$ cat config.mk
export PLATFORM = sky130hd
export DESIGN_NAME = uart
export DESIGN_NICKNAME = d
export VERILOG_FILES = /design/src/rtl/uart_pkg.sv /design/src/rtl/uart_rx.sv /design/src/rtl/uart_tx.sv /design/src/rtl/uart.sv
export SDC_FILE = /design/constraint.sdc
export NUM_CORES = 1
export LEC_CHECK = 0
export ABC_CLOCK_PERIOD_IN_PS = 5220
export CORE_AREA = 3 3 89 57
export DETAILED_ROUTE_END_ITERATION = 8
export DIE_AREA = 0 0 92 60
export GPL_TIMING_DRIVEN = 1
export PLACE_DENSITY = 0.74
export SYNTH_ARGS = -nofsm -noshare
export SYNTH_HDL_FRONTEND = slang
export SYNTH_SLANG_ARGS = --single-unit
$ cat constraint.sdc
create_clock -name clk -period 5.22 [get_ports clk]
set_input_delay 1.566 -clock clk [delete_from_list [all_inputs] [get_ports clk]]
set_output_delay 1.566 -clock clk [all_outputs]
set_load 0.1 [all_outputs]
$ cat src/rtl/uart_pkg.sv
// Shared definitions for the UART: receiver state numbering, synchronizer depth
// and the parity helper used by both directions.
package uart_pkg;

    // Receiver states for the default 8-bit frame. Data states run consecutively
    // from DATA_BIT_0, so other widths shift PARITY_BIT/STOP_BIT accordingly.
    localparam int IDLE       = 0;
    localparam int START_BIT  = 1;
    localparam int DATA_BIT_0 = 2;
    localparam int DATA_BIT_1 = 3;
    localparam int DATA_BIT_2 = 4;
    localparam int DATA_BIT_3 = 5;
    localparam int DATA_BIT_4 = 6;
    localparam int DATA_BIT_5 = 7;
    localparam int DATA_BIT_6 = 8;
    localparam int DATA_BIT_7 = 9;
    localparam int PARITY_BIT = 10;
    localparam int STOP_BIT   = 11;

    // Flops between the asynchronous serial_in pin and the receiver logic.
    localparam int NUMBER_OF_RX_SYNCHRONIZERS = 3;

    // Parity bit for a payload: even parity when odd=0, odd parity when odd=1.
    // Callers zero-extend the payload, which leaves its XOR reduction unchanged.
    function automatic logic calc_parity(input logic [63:0] data, input logic odd);
        return (^data) ^ odd;
    endfunction

endpackage

$ cat src/rtl/uart_rx.sv
// UART receiver: synchronizes the serial line, detects the start edge, samples
// each bit mid-period and checks parity and the stop bit.
module uart_rx
    import uart_pkg::*;
#(
    parameter int INPUT_DATA_WIDTH = 8,
    parameter int PARITY_ENABLED   = 1,
    parameter int PARITY_TYPE      = 0,
    parameter int CLOCKS_PER_BIT   = 8,
    parameter int STATE_WIDTH      = 4
) (
    input  logic                        clk,
    input  logic                        reset,
    input  logic                        serial_in,
    output logic [INPUT_DATA_WIDTH-1:0] received_data,
    output logic                        data_is_valid,
    output logic                        rx_error,
    output logic [STATE_WIDTH-1:0]      state,
    output logic                        serial_in_synced,
    output logic                        start_detected,
    output logic                        sampling_strobe
);

    localparam int SW = STATE_WIDTH;
    localparam int NS = NUMBER_OF_RX_SYNCHRONIZERS;
    localparam int CW = $clog2(CLOCKS_PER_BIT);
    localparam logic ODD = (PARITY_TYPE != 0);

    localparam logic [SW-1:0] S_IDLE   = SW'(IDLE);
    localparam logic [SW-1:0] S_START  = SW'(START_BIT);
    localparam logic [SW-1:0] S_D0     = SW'(DATA_BIT_0);
    localparam logic [SW-1:0] S_DLAST  = SW'(DATA_BIT_0 + INPUT_DATA_WIDTH - 1);
    localparam logic [SW-1:0] S_PARITY = SW'(DATA_BIT_0 + INPUT_DATA_WIDTH);
    localparam logic [SW-1:0] S_STOP   = SW'(DATA_BIT_0 + INPUT_DATA_WIDTH + 1);

    logic [NS-1:0]               sync_ff;
    logic                        synced_prev;
    logic [CW-1:0]               bit_cnt;
    logic [SW-1:0]               state_nxt;
    logic [INPUT_DATA_WIDTH-1:0] data_nxt;
    logic                        valid_nxt;
    logic                        error_nxt;

    assign serial_in_synced = sync_ff[NS-1];
    assign start_detected   = (state == S_IDLE) && !serial_in_synced && synced_prev;
    assign sampling_strobe  = (state != S_IDLE) && (bit_cnt == CW'(CLOCKS_PER_BIT/2 - 1));

    // Synchronizer chain plus one extra flop of history for falling-edge detection.
    always_ff @(posedge clk or negedge reset) begin
        if (!reset) begin
            sync_ff     <= '1;
            synced_prev <= 1'b1;
        end else begin
            sync_ff     <= {sync_ff[NS-2:0], serial_in};
            synced_prev <= serial_in_synced;
        end
    end

    // Bit-period counter, realigned to the start edge so the strobe lands mid-bit.
    always_ff @(posedge clk or negedge reset) begin
        if (!reset) begin
            bit_cnt <= '0;
        end else if (start_detected || bit_cnt == CW'(CLOCKS_PER_BIT - 1)) begin
            bit_cnt <= '0;
        end else begin
            bit_cnt <= bit_cnt + CW'(1);
        end
    end

    // Receiver state, payload and result pulses.
    always_ff @(posedge clk or negedge reset) begin
        if (!reset) begin
            state         <= S_IDLE;
            received_data <= '0;
            data_is_valid <= 1'b0;
            rx_error      <= 1'b0;
        end else begin
            state         <= state_nxt;
            received_data <= data_nxt;
            data_is_valid <= valid_nxt;
            rx_error      <= error_nxt;
        end
    end

    // Next-state and payload decode; pulses default low every cycle.
    always_comb begin
        state_nxt = state;
        data_nxt  = received_data;
        valid_nxt = 1'b0;
        error_nxt = 1'b0;
        if (state == S_IDLE) begin
            if (start_detected) begin
                state_nxt = S_START;
            end
        end else if (state == S_START) begin
            if (sampling_strobe) begin
                if (serial_in_synced) begin
                    state_nxt = S_IDLE;
                end else begin
                    data_nxt  = '0;
                    state_nxt = S_D0;
                end
            end
        end else if (state >= S_D0 && state <= S_DLAST) begin
            if (sampling_strobe) begin
                data_nxt = {serial_in_synced, received_data[INPUT_DATA_WIDTH-1:1]};
                if (state != S_DLAST) begin
                    state_nxt = state + SW'(1);
                end else if (PARITY_ENABLED != 0) begin
                    state_nxt = S_PARITY;
                end else begin
                    state_nxt = S_STOP;
                end
            end
        end else if (state == S_PARITY && PARITY_ENABLED != 0) begin
            if (sampling_strobe) begin
                if (serial_in_synced == calc_parity(64'(received_data), ODD)) begin
                    valid_nxt = 1'b1;
                end else begin
                    error_nxt = 1'b1;
                end
                state_nxt = S_STOP;
            end
        end else if (state == S_STOP) begin
            if (sampling_strobe) begin
                if (!serial_in_synced) begin
                    error_nxt = 1'b1;
                end else if (PARITY_ENABLED == 0) begin
                    valid_nxt = 1'b1;
                end
                data_nxt  = '0;
                state_nxt = S_IDLE;
            end
        end else begin
            state_nxt = S_IDLE;
        end
    end

endmodule

$ cat src/rtl/uart_tx.sv
// UART transmitter: loads a framed word into a PISO on accept and shifts it out
// LSB first, one bit per baud strobe. Idle is shift_reg all ones.
module uart_tx
    import uart_pkg::*;
#(
    parameter int INPUT_DATA_WIDTH = 8,
    parameter int PARITY_ENABLED   = 1,
    parameter int PARITY_TYPE      = 0,
    parameter int NUMBER_OF_BITS   = INPUT_DATA_WIDTH + PARITY_ENABLED + 2
) (
    input  logic                        clk,
    input  logic                        reset,
    input  logic                        baud_clk,
    input  logic                        enable,
    input  logic [INPUT_DATA_WIDTH-1:0] i_data,
    output logic                        o_busy,
    output logic                        serial_out,
    output logic [NUMBER_OF_BITS-1:0]   shift_reg
);

    localparam logic ODD = (PARITY_TYPE != 0);

    logic [NUMBER_OF_BITS-1:0] frame;

    // Frame layout, LSB first on the wire: start(0), data, optional parity, stop(1).
    always_comb begin
        frame                      = '1;
        frame[0]                   = 1'b0;
        frame[INPUT_DATA_WIDTH:1]  = i_data;
        if (PARITY_ENABLED != 0) begin
            frame[INPUT_DATA_WIDTH+1] = calc_parity(64'(i_data), ODD);
        end
    end

    // Any value other than all-ones is a pending frame; the zero value left after
    // the stop bit keeps busy asserted for the whole stop-bit period.
    assign o_busy = (shift_reg != '1);

    // Accept when idle; otherwise shift on each baud strobe and return to idle
    // one bit time after the stop bit was driven.
    always_ff @(posedge clk or negedge reset) begin
        if (!reset) begin
            shift_reg  <= '1;
            serial_out <= 1'b1;
        end else if (!o_busy) begin
            if (enable) begin
                shift_reg <= frame;
            end
        end else if (baud_clk) begin
            if (shift_reg == '0) begin
                shift_reg <= '1;
            end else begin
                serial_out <= shift_reg[0];
                shift_reg  <= shift_reg >> 1;
            end
        end
    end

endmodule

$ cat src/rtl/uart.sv
// Full-duplex UART top: shared free-running baud generator driving the
// transmitter, plus an independent oversampling receiver.
module uart
    import uart_pkg::*;
#(
    parameter int INPUT_DATA_WIDTH = 8,
    parameter int PARITY_ENABLED   = 1,
    parameter int PARITY_TYPE      = 0,
    parameter int CLOCKS_PER_BIT   = 8,
    localparam int NUMBER_OF_BITS  = INPUT_DATA_WIDTH + PARITY_ENABLED + 2,
    localparam int STATE_WIDTH     = $clog2(NUMBER_OF_BITS)
) (
    input  logic                        clk,
    input  logic                        reset,
    input  logic                        enable,
    input  logic [INPUT_DATA_WIDTH-1:0] i_data,
    output logic                        o_busy,
    output logic                        serial_out,
    input  logic                        serial_in,
    output logic [INPUT_DATA_WIDTH-1:0] received_data,
    output logic                        data_is_valid,
    output logic                        rx_error,
    output logic                        baud_clk,
    output logic [NUMBER_OF_BITS-1:0]   shift_reg,
    output logic [STATE_WIDTH-1:0]      state,
    output logic                        serial_in_synced,
    output logic                        start_detected,
    output logic                        sampling_strobe
);

    localparam int BW = $clog2(CLOCKS_PER_BIT);

    logic [BW-1:0] baud_cnt;

    assign baud_clk = (baud_cnt == BW'(CLOCKS_PER_BIT - 1));

    // Free-running baud divider, wrapping at CLOCKS_PER_BIT-1.
    always_ff @(posedge clk or negedge reset) begin
        if (!reset) begin
            baud_cnt <= '0;
        end else if (baud_clk) begin
            baud_cnt <= '0;
        end else begin
            baud_cnt <= baud_cnt + BW'(1);
        end
    end

    uart_tx #(
        .INPUT_DATA_WIDTH (INPUT_DATA_WIDTH),
        .PARITY_ENABLED   (PARITY_ENABLED),
        .PARITY_TYPE      (PARITY_TYPE),
        .NUMBER_OF_BITS   (NUMBER_OF_BITS)
    ) u_tx (
        .clk        (clk),
        .reset      (reset),
        .baud_clk   (baud_clk),
        .enable     (enable),
        .i_data     (i_data),
        .o_busy     (o_busy),
        .serial_out (serial_out),
        .shift_reg  (shift_reg)
    );

    uart_rx #(
        .INPUT_DATA_WIDTH (INPUT_DATA_WIDTH),
        .PARITY_ENABLED   (PARITY_ENABLED),
        .PARITY_TYPE      (PARITY_TYPE),
        .CLOCKS_PER_BIT   (CLOCKS_PER_BIT),
        .STATE_WIDTH      (STATE_WIDTH)
    ) u_rx (
        .clk              (clk),
        .reset            (reset),
        .serial_in        (serial_in),
        .received_data    (received_data),
        .data_is_valid    (data_is_valid),
        .rx_error         (rx_error),
        .state            (state),
        .serial_in_synced (serial_in_synced),
        .start_detected   (start_detected),
        .sampling_strobe  (sampling_strobe)
    );

endmodule

### Word-level counts from Yosys, hierarchy flattened

Index checks and enable logic that the tools add are counted.

| storage, ports and cells | value |
|---|---|
| bits in registers | 36 |
| logic and storage cells | 95 |
| bits of input ports | 12 |

| operators by class | value |
|---|---|
| $add $sub $neg | 3 |
| multiplexer cells | 41 |
| magnitude comparators | 2 |
| bitwise logic cells | 2 |
| eq/ne operators | 20 |
| reduce and logical (&&, ||, !) cells | 17 |

Operator list:

| operator | number |
|---|---|
| $reduce_xor A64 Y1 | 2 |
| $mux W8 | 8 |
| $mux W11 | 4 |
| $mux W4 | 11 |
| $mux W1 | 15 |
| $ne A3 B2 Y1 const B | 5 |
| $logic_not A11 Y1 | 1 |
| $ne A11 B11 Y1 const B | 1 |
| $eq A4 B4 Y1 const B | 2 |
| $reduce_and A7 Y1 | 1 |
| $add A3 B1 Y3 const B | 2 |
| $eq A3 B3 Y1 const B | 2 |
| $mux W3 | 2 |
| $ne A2 B2 Y1 const B | 3 |
| $reduce_and A5 Y1 | 1 |
| $add A4 B1 Y4 const B | 1 |
| $eq A4 B1 Y1 const B | 1 |
| $ge A4 B2 Y1 const B | 1 |
| $le A4 B4 Y1 const B | 1 |
| $logic_and A1 B1 Y1 | 4 |
| $logic_not A4 Y1 | 1 |
| $ne A2 B1 Y1 const B | 2 |
| $ne A4 B4 Y1 const B | 1 |
| $reduce_bool A4 Y1 | 1 |
| 11 further kinds | 12 |

### Depth between registers and ports, before layout

Gate-level depths: netlist (run 1).

| depth | value |
|---|---|
| depth after elaboration | 8 |
| mapped depth | 9 |
| mapped depth without buffers | 8 |

### Cells and area by module

A second synthesis (run 1) with hierarchy kept.

| second synthesis, totals | value |
|---|---|
| cells, all modules | 208 |
| area total of the unflattened synthesis | 2059.5 um^2 |

Modules (own cells, without submodules):

| module | cells each | area each (um^2) | sequential area each (um^2) | instances |
|---|---|---|---|---|
| uart_rx | 124 | 1252.5 | 530.5 | 1 |
| uart_tx | 78 | 703.2 | 315.3 | 1 |
| uart | 6 | 103.8 | 75.1 | 1 |

### Least setup slack after synthesis (run 1)

No wires, ideal clock.

| path | value |
|---|---|
| path kind | register -> output |
| start point | register u_rx.state[0] |
| end point | output sampling_strobe |
| cell stages (with the launch flop) | 5 |
| arrival | 2.495 ns |
| slack | 1.159 ns |
| cells stage by stage | dfrtp_1 > inv_1 > ha_1 > buf_4 > a21boi_2 |

| on the way | value |
|---|---|
| word-level cells in the longest chain between the ends | 2 |

RTL lines:

| what | line | RTL |
|---|---|---|
| start: declaration | uart_rx.sv:18 | `output logic [STATE_WIDTH-1:0] state,` |
| start signal: assignment | uart_rx.sv:78 | `state <= state_nxt;` |
| $reduce_bool A4 Y1 | uart_rx.sv:46 | `assign sampling_strobe = (state != S_IDLE) && (bit_cnt == CW'(CLOCKS_PER_BIT/2 - 1));` |
| $logic_and A1 B1 Y1 | uart_rx.sv:46 |  |
| end: declaration | uart.sv:28 | `output logic sampling_strobe` |

Every way passes these cells.

### Worst setup path after layout (run 1)

| path | value |
|---|---|
| start point | register u_rx.state[1] |
| end point | output sampling_strobe |

The elaborated chain is that of the path after synthesis.

==> metrics.md, run 1 <==
| Metric | Value |
|---|---|
| Status | `completed` |
| Filler cells | `~380` |
| Leak | `0.992 nW` |
| Gr ovfl total | `0` |
| Peak supply drop | `about 0.24 mV` |
| Max reg flops | `11` |
| Commonest non-fill, non-tap cells in the layout | `clkdlybuf4s50_1 (41), dfrtp_1 (20), nand2_1 (17)` |
| Die height | `~60 um` |
| Post-Syn Nets | `205` |
| Most common cell after layout, fill and taps aside | `clkdlybuf4s50_1` |
| Number of CTS-inserted buffers | `5` |
| Max H-tree Level | `2` |
| Area of the multi-input gates | `932 sq um` |
| Final Hold Fails | `0` |
| Post-Syn Instances | `about 180` |
| MaxCap Viol Count | `0` |
| Via count | `~1500` |
| Post-Syn Area | `about 0.0019 sq mm` |
| Post-route ant nets | `0` |
| F_max | `0.242 GHz` |
| Crit path DAT | `around 2.6 ns` |
| Avg Cell Area, Syn | `about 10 sq um` |
| Setup repair after global routing missed its margin | `false` |
| Nets | `approximately 250` |
| Tcrit/Tclk final | `between 70% and 80%` |
| Ys async rst share | `100%` |
| CP endpoint kind | `output pin` |
| Slowest cell on crit path | `clkdlybuf4s50_1` |
| Largest net degree at the start of global routing | `37` |
| Crit Path Class | `register to output pin` |
| Inst Count DP | `280` |
| Number of global-route vias before repair | `about 1400` |
| Sequential Area | `just over 900 sq um` |
| PD cells | `approximately 530 mW/mm^2` |
| Req. time, crit path | `~3.7 ns` |
| Die area | `approximately 0.0055 sq mm` |
| IO Pins | `43` |
| Crit path largest cell delay | `1.15 ns` |
| Root Driver | `clkbuf_8` |
| Worst-Skew Late Latency | `between 0.2 and 0.3 ns` |
| Final wirelength | `roughly 4400 um` |
| # diodes | `0` |
| Clk_skew | `~0.0072 ns` |
| Syn-to-layout area delta | `28.5%` |
| Sinks on Clock Net | `36` |
| Crit Path Max Fanout | `9` |
| Relative slew slack | `between 30% and 40%` |
| Main flop type after synthesis | `dfrtp_1` |
| Input/output buffers | `42` |
| Post-CTS resize count | `0` |
| Number of synthesized flops with an enable pin | `0` |
| Layout cells sized above 1 | `between 10% and 20%` |
| Initial core utilization | `between 40% and 50%` |
| WL/cell | `between 15 and 20 um` |
| YS warnings | `0` |
| Final setup viols | `0` |
| First-pass GRT wire length | `between 7000 and 8000 um` |
| CTS Hold Bufs | `0` |
| TNS Setup | `0 ns` |
| Clk pin slew, worst setup/hold paths | `~0.070 ns` |
| Hold crit path type | `register to register` |
| Die X-Extent | `just over 90 um` |
| Total global-route track usage | `17.0%` |
| Vias/cell | `5.22` |
| Final-report max-slew violation count | `0` |
| Min Tclk post-route | `about 4.1 ns` |
| Detailed Route Iter0 Violations | `88` |
| Initial antenna violation count | `0` |
| Reg-to-Reg Start | `u_rx.state[1]` |
| Core area | `approximately 0.0042 sq mm` |
| Detail Placement HPWL | `3190 um` |
| Slew @ Worst Pin | `~1 ns` |
| Post-synth cell types | `44` |
| CTS tree | `done` |
| Seq/Total Area, Yosys | `47.9%` |
| # Post-CTS Setup Buffers | `0` |
| Fin cells | `~290` |
| Register bit total from synthesis | `36` |
| Critical path launch point | `u_rx.state[1]` |
| CP cell instances | `inv_1 -> ha_1 -> a21boi_2 -> clkdlybuf4s50_1` |
| DRC | `0` |
| CP Launch Type | `register` |
| Drt pass-1 iters | `4` |
| Clock Path Buffers | `2` |
| Hold Crit Start | `u_rx.sync_ff[0]` |
| Cell Rows | `18` |
| GP Congestion | `between 0.9 and 1` |
==> critical path, delay by kind of cell (launching register included) <==
kind            cells  cell delay [ns]
compound gates      1             0.21
fa+ha+maj           1             0.32
flops               1             0.48
buf+inv             2             1.26
==> logic make-up (layout without fill, tap and decap cells) <==
| kind of cell | Yosys count | count (layout) | synth area share, % |
|---|---|---|---|
| adder cells (fa/ha/maj) | 9 | 9 | 5.86 |
| AO/OA/AOI/OAI | 51 | 51 | 18.1 |
| buffers and inverters | 14 | 58 | 3.64 |
| flip-flops | 36 | 36 | 47.9 |
| XOR/XNOR | 15 | 15 | 6.83 |
| AND/OR/NAND/NOR | 57 | 57 | 16.4 |
| multiplexers | 2 | 2 | 1.30 |
==> per-stage QoR <==
stage / power (mW) / hold slack (ns) / cell area (sq um) / utilization (%) / worst slack [ns]
after floorplan: 0.957 / 0.345 / 1920 / - / 1.16
after global routing: 1.39 / 0.360 / 2470 / 59.0 / 0.925
final: 1.30 / 0.357 / 2470 / 59.0 / 1.09
after CTS: 1.31 / 0.358 / 2470 / 59.0 / 1.08
after detailed placement: 1.10 / 0.347 / 2380 / 56.9 / 1.41
after global placement: 1.10 / 0.346 / 2380 / 56.9 / 1.46
==> report_power, final <==
| group | leakage, nW | switching (mW) | internal, mW | total (mW) |
|---|---|---|---|---|
| Clock | 0.0479 | 0.101 | 0.0929 | 0.194 |
| Sequential | 0.430 | 0.0592 | 0.321 | 0.380 |
| Combinational | 0.514 | 0.490 | 0.240 | 0.730 |
==> synthesized netlist by cell type (5+ instances only) <==
master | n | area (sq um)
dfrtp_1 | 20 | 500
nand2_1 | 17 | 63.8
dfstp_2 | 16 | 420
o21ai_1 | 13 | 65.1
xnor2_1 | 13 | 114
ha_1 | 9 | 113
o22ai_1 | 9 | 56.3
a22o_1 | 8 | 70.1
nor2_1 | 8 | 30.0
a21oi_1 | 6 | 30.0
inv_1 | 6 | 22.5
nor2b_1 | 5 | 31.3
==> routing by layer <==
| metal | vias to the layer above | GRT usage [%] | part of all wire [%] |
|---|---|---|---|
| li1 | 749 | - | - |
| met1 | 700 | 26.3 | 53 |
| met2 | 45 | 23.0 | 41 |
| met3 | 8 | 4.15 | 5.4 |
| met4 | 0 | 5.07 | 1.2 |
| met5 | - | 0 | 0 |
==> worst paths after layout <==
check	endpoint	slack [ns]	cells after the start
max in group asynchronous	u_tx.shift_reg[9]	3.19	2
min	u_rx.sync_ff[1]	0.36	0
max reg2reg	u_rx.state[3]	2.85	8
max	sampling_strobe	1.09	4
min reg2reg	u_rx.sync_ff[1]	0.36	0
min in group asynchronous	u_rx.received_data[4]	1.68	2
==> final cells by class <==
cell class,instances,area share (%)
multi-input combinational,134,37.7
sequential,36,37.3
timing repair buffer,44,17.5
tap,60,3.04
clock buffer,5,2.78
inverter,6,0.911
clock inverter,3,0.759
No activity file was read; power rests on OpenSTA's default activity.
==> run 2, diff against run 1 <==
--- a/config.mk
+++ b/config.mk
@@ -5,12 +5,12 @@
 export SDC_FILE = /design/constraint.sdc
 export NUM_CORES = 1
 export LEC_CHECK = 0
-export ABC_CLOCK_PERIOD_IN_PS = 5220
+export ABC_CLOCK_PERIOD_IN_PS = 3800
 export CORE_AREA = 3 3 89 57
 export DETAILED_ROUTE_END_ITERATION = 8
 export DIE_AREA = 0 0 92 60
 export GPL_TIMING_DRIVEN = 1
-export PLACE_DENSITY = 0.74
+export PLACE_DENSITY = 0.77
 export SYNTH_ARGS = -nofsm -noshare
 export SYNTH_HDL_FRONTEND = slang
 export SYNTH_SLANG_ARGS = --single-unit
==> constraint.sdc (replaced) <==
create_clock -name clk -period 3.8 [get_ports clk]
set_input_delay 1.14 -clock clk [delete_from_list [all_inputs] [get_ports clk]]
set_output_delay 1.14 -clock clk [all_outputs]
set_load 0.1 [all_outputs]
==> metrics.md, run 2 (synthesis gave the netlist of run 1 again) <==
| Metric | Value |
|---|---|
| Status | `completed` |
| Hold Crit Start | `u_rx.sync_ff[1]` |
| F_max | `roughly 0.32 GHz` |
| Most common cell after layout, fill and taps aside | `buf_4` |
| Filler cells | `373 (-2.9%)` |
| Via count | `1490 (-0.80%)` |
| Crit path DAT | `1.96 ns (-0.61 ns)` |
| Final-report max-slew violation count | `0 (unchanged)` |
| Tcrit/Tclk final | `81.5%` |
| Hold crit path type | `register to register` |
| Area of the multi-input gates | `932 sq um (unchanged)` |
| CP Launch Type | `register` |
| MaxCap Viol Count | `0 (unchanged)` |
| Number of CTS-inserted buffers | `5 (unchanged)` |
| Post-CTS resize count | `0 (unchanged)` |
| Place WS | `1.03 ns (-0.376 ns)` |
| Input/output buffers | `42 (unchanged)` |
| Clk pin slew, worst setup/hold paths | `0.07 ns (about the same)` |
| Final setup viols | `0 (unchanged)` |
| Core area | `0.00419 sq mm (unchanged)` |
| IO Pins | `43 (unchanged)` |
| Die height | `60 um (unchanged)` |
| Crit Path Class | `register to output pin` |
| Worst-Skew Late Latency | `0.29 ns (about the same)` |
| Slew @ Worst Pin | `0.546 ns (-0.443 ns)` |
| Final wirelength | `4130 um (-6.1%)` |
| CP endpoint kind | `output pin` |
| Req. time, crit path | `2.66 ns (-0.99 ns)` |
| Drt pass-1 iters | `4 (unchanged)` |
| Final Hold Fails | `0 (unchanged)` |
| Sequential Area | `921 sq um (unchanged)` |
| Die area | `0.00552 sq mm (unchanged)` |
| Largest net degree at the start of global routing | `37 (unchanged)` |
| Peak supply drop | `0.379 mV (+61%)` |
| Clk_skew | `0.00409 ns (-0.00316 ns)` |
| Cell Rows | `18 (unchanged)` |
| WL/cell | `14.3 um (-6.1%)` |
| Crit Path Max Fanout | `9 (unchanged)` |
| Sinks on Clock Net | `36 (unchanged)` |
| Final WS setup | `0.703 ns (-0.383 ns)` |
| Detail Placement HPWL | `3060 um (-4.0%)` |
| Max H-tree Level | `2 (unchanged)` |
| Gr ovfl total | `0 (unchanged)` |
| Detailed Route Iter0 Violations | `137 (+56%)` |
| Number of global-route vias before repair | `1312 (-5.9%)` |
| # Post-CTS Setup Buffers | `0 (unchanged)` |
| Die X-Extent | `92 um (unchanged)` |
| Setup repair after global routing missed its margin | `false` |
| GP Congestion | `0.814 (-11%)` |
| Layout cells sized above 1 | `30.3% (+13 points)` |
| Flop-to-flop setup slack | `1.52 ns (-1.33 ns)` |
| Initial core utilization | `45.9% (unchanged)` |
| DRC | `0 (unchanged)` |
| Relative slew slack | `63.4% (+30 points)` |
| Syn-to-layout area delta | `24.6%` |
| TNS Setup | `0 ns (unchanged)` |
| Commonest non-fill, non-tap cells in the layout | `buf_4 (33), dfrtp_1 (20), nand2_1 (17)` |
| Min Tclk post-route | `around 3.1 ns` |
| Reg-to-Reg Start | `u_rx.state[1]` |
| PD cells | `739 mW/mm^2 (+40%)` |
| Total global-route track usage | `15.7% (-1.3 points)` |
| First-pass GRT wire length | `6600 um (-8.5%)` |
| Clock Path Buffers | `2 (unchanged)` |
| Post-route ant nets | `0 (unchanged)` |
| Vias/cell | `5.17 (-0.80%)` |
| Leak | `1.05 nW (+5.4%)` |
| # diodes | `0 (unchanged)` |
| Root Driver | `clkbuf_8` |
| Max reg flops | `11 (unchanged)` |
| Initial antenna violation count | `0 (unchanged)` |
| CTS Hold Bufs | `0 (unchanged)` |
| CTS tree | `done` |
| Critical path launch point | `u_rx.state[1]` |
| Nets | `248 (unchanged)` |
## run 2: changes by cell type in the layout (fill, tap and decap cells not counted)
cell | before | now
clkdlybuf4s50_1 | 41 | 11
buf_4 | 3 | 33
## run 2: per-layer routing
layer | GRT usage, % | routed length, um | up-vias
met3 | 4.91 | 319 | 3
met4 | 5.07 | 34 | 0
li1 | - | - | 742
met5 | 0 | 0 | -
met1 | 23.6 | 2100 | 692
met2 | 21.2 | 1670 | 53
## run 2: critical path, cell delays in order, from the launching register on
cell,delay (ns)
dfrtp_1,0.48
inv_1,0.12
ha_1,0.35
and4b_1,0.38
buf_4,0.34
## run 2: where the power goes
group          switching, mW  total [mW]  internal, mW
registers             0.0830       0.523         0.440
logic                  0.665       0.980         0.315
clock network          0.140       0.268         0.128
## run 2: cell type report
class,count,area share (%)
multi-input combinational,134,38.9
sequential,36,38.4
timing repair buffer,44,14.9
tap,60,3.13
clock buffer,5,2.87
inverter,6,0.940
clock inverter,3,0.783
## run 2: final timing paths
| kind | end | cells after the start |
|---|---|---|
| setup / recovery | start_detected | 4 |
| min in group asynchronous | u_rx.bit_cnt[1] | 2 |
| hold / removal | u_rx.sync_ff[2] | 0 |
| max in group asynchronous | u_tx.shift_reg[6] | 2 |
| setup reg to reg | u_rx.state[0] | 8 |
| hold reg to reg | u_rx.sync_ff[2] | 0 |
## run 2: through the flow
step           instances  util (%)  power (mW)  cell area (sq um)  hold slack, ns
4_1_cts              288      57.2        1.78               2400           0.359
3_3_place_gp         280      55.1        1.50               2310           0.345
2_1_floorplan        184         -        1.31               1920           0.345
3_5_place_dp         280      55.1        1.50               2310           0.348
5_1_grt              288      57.2        1.89               2400           0.367
6_report             288      57.2        1.77               2400           0.357
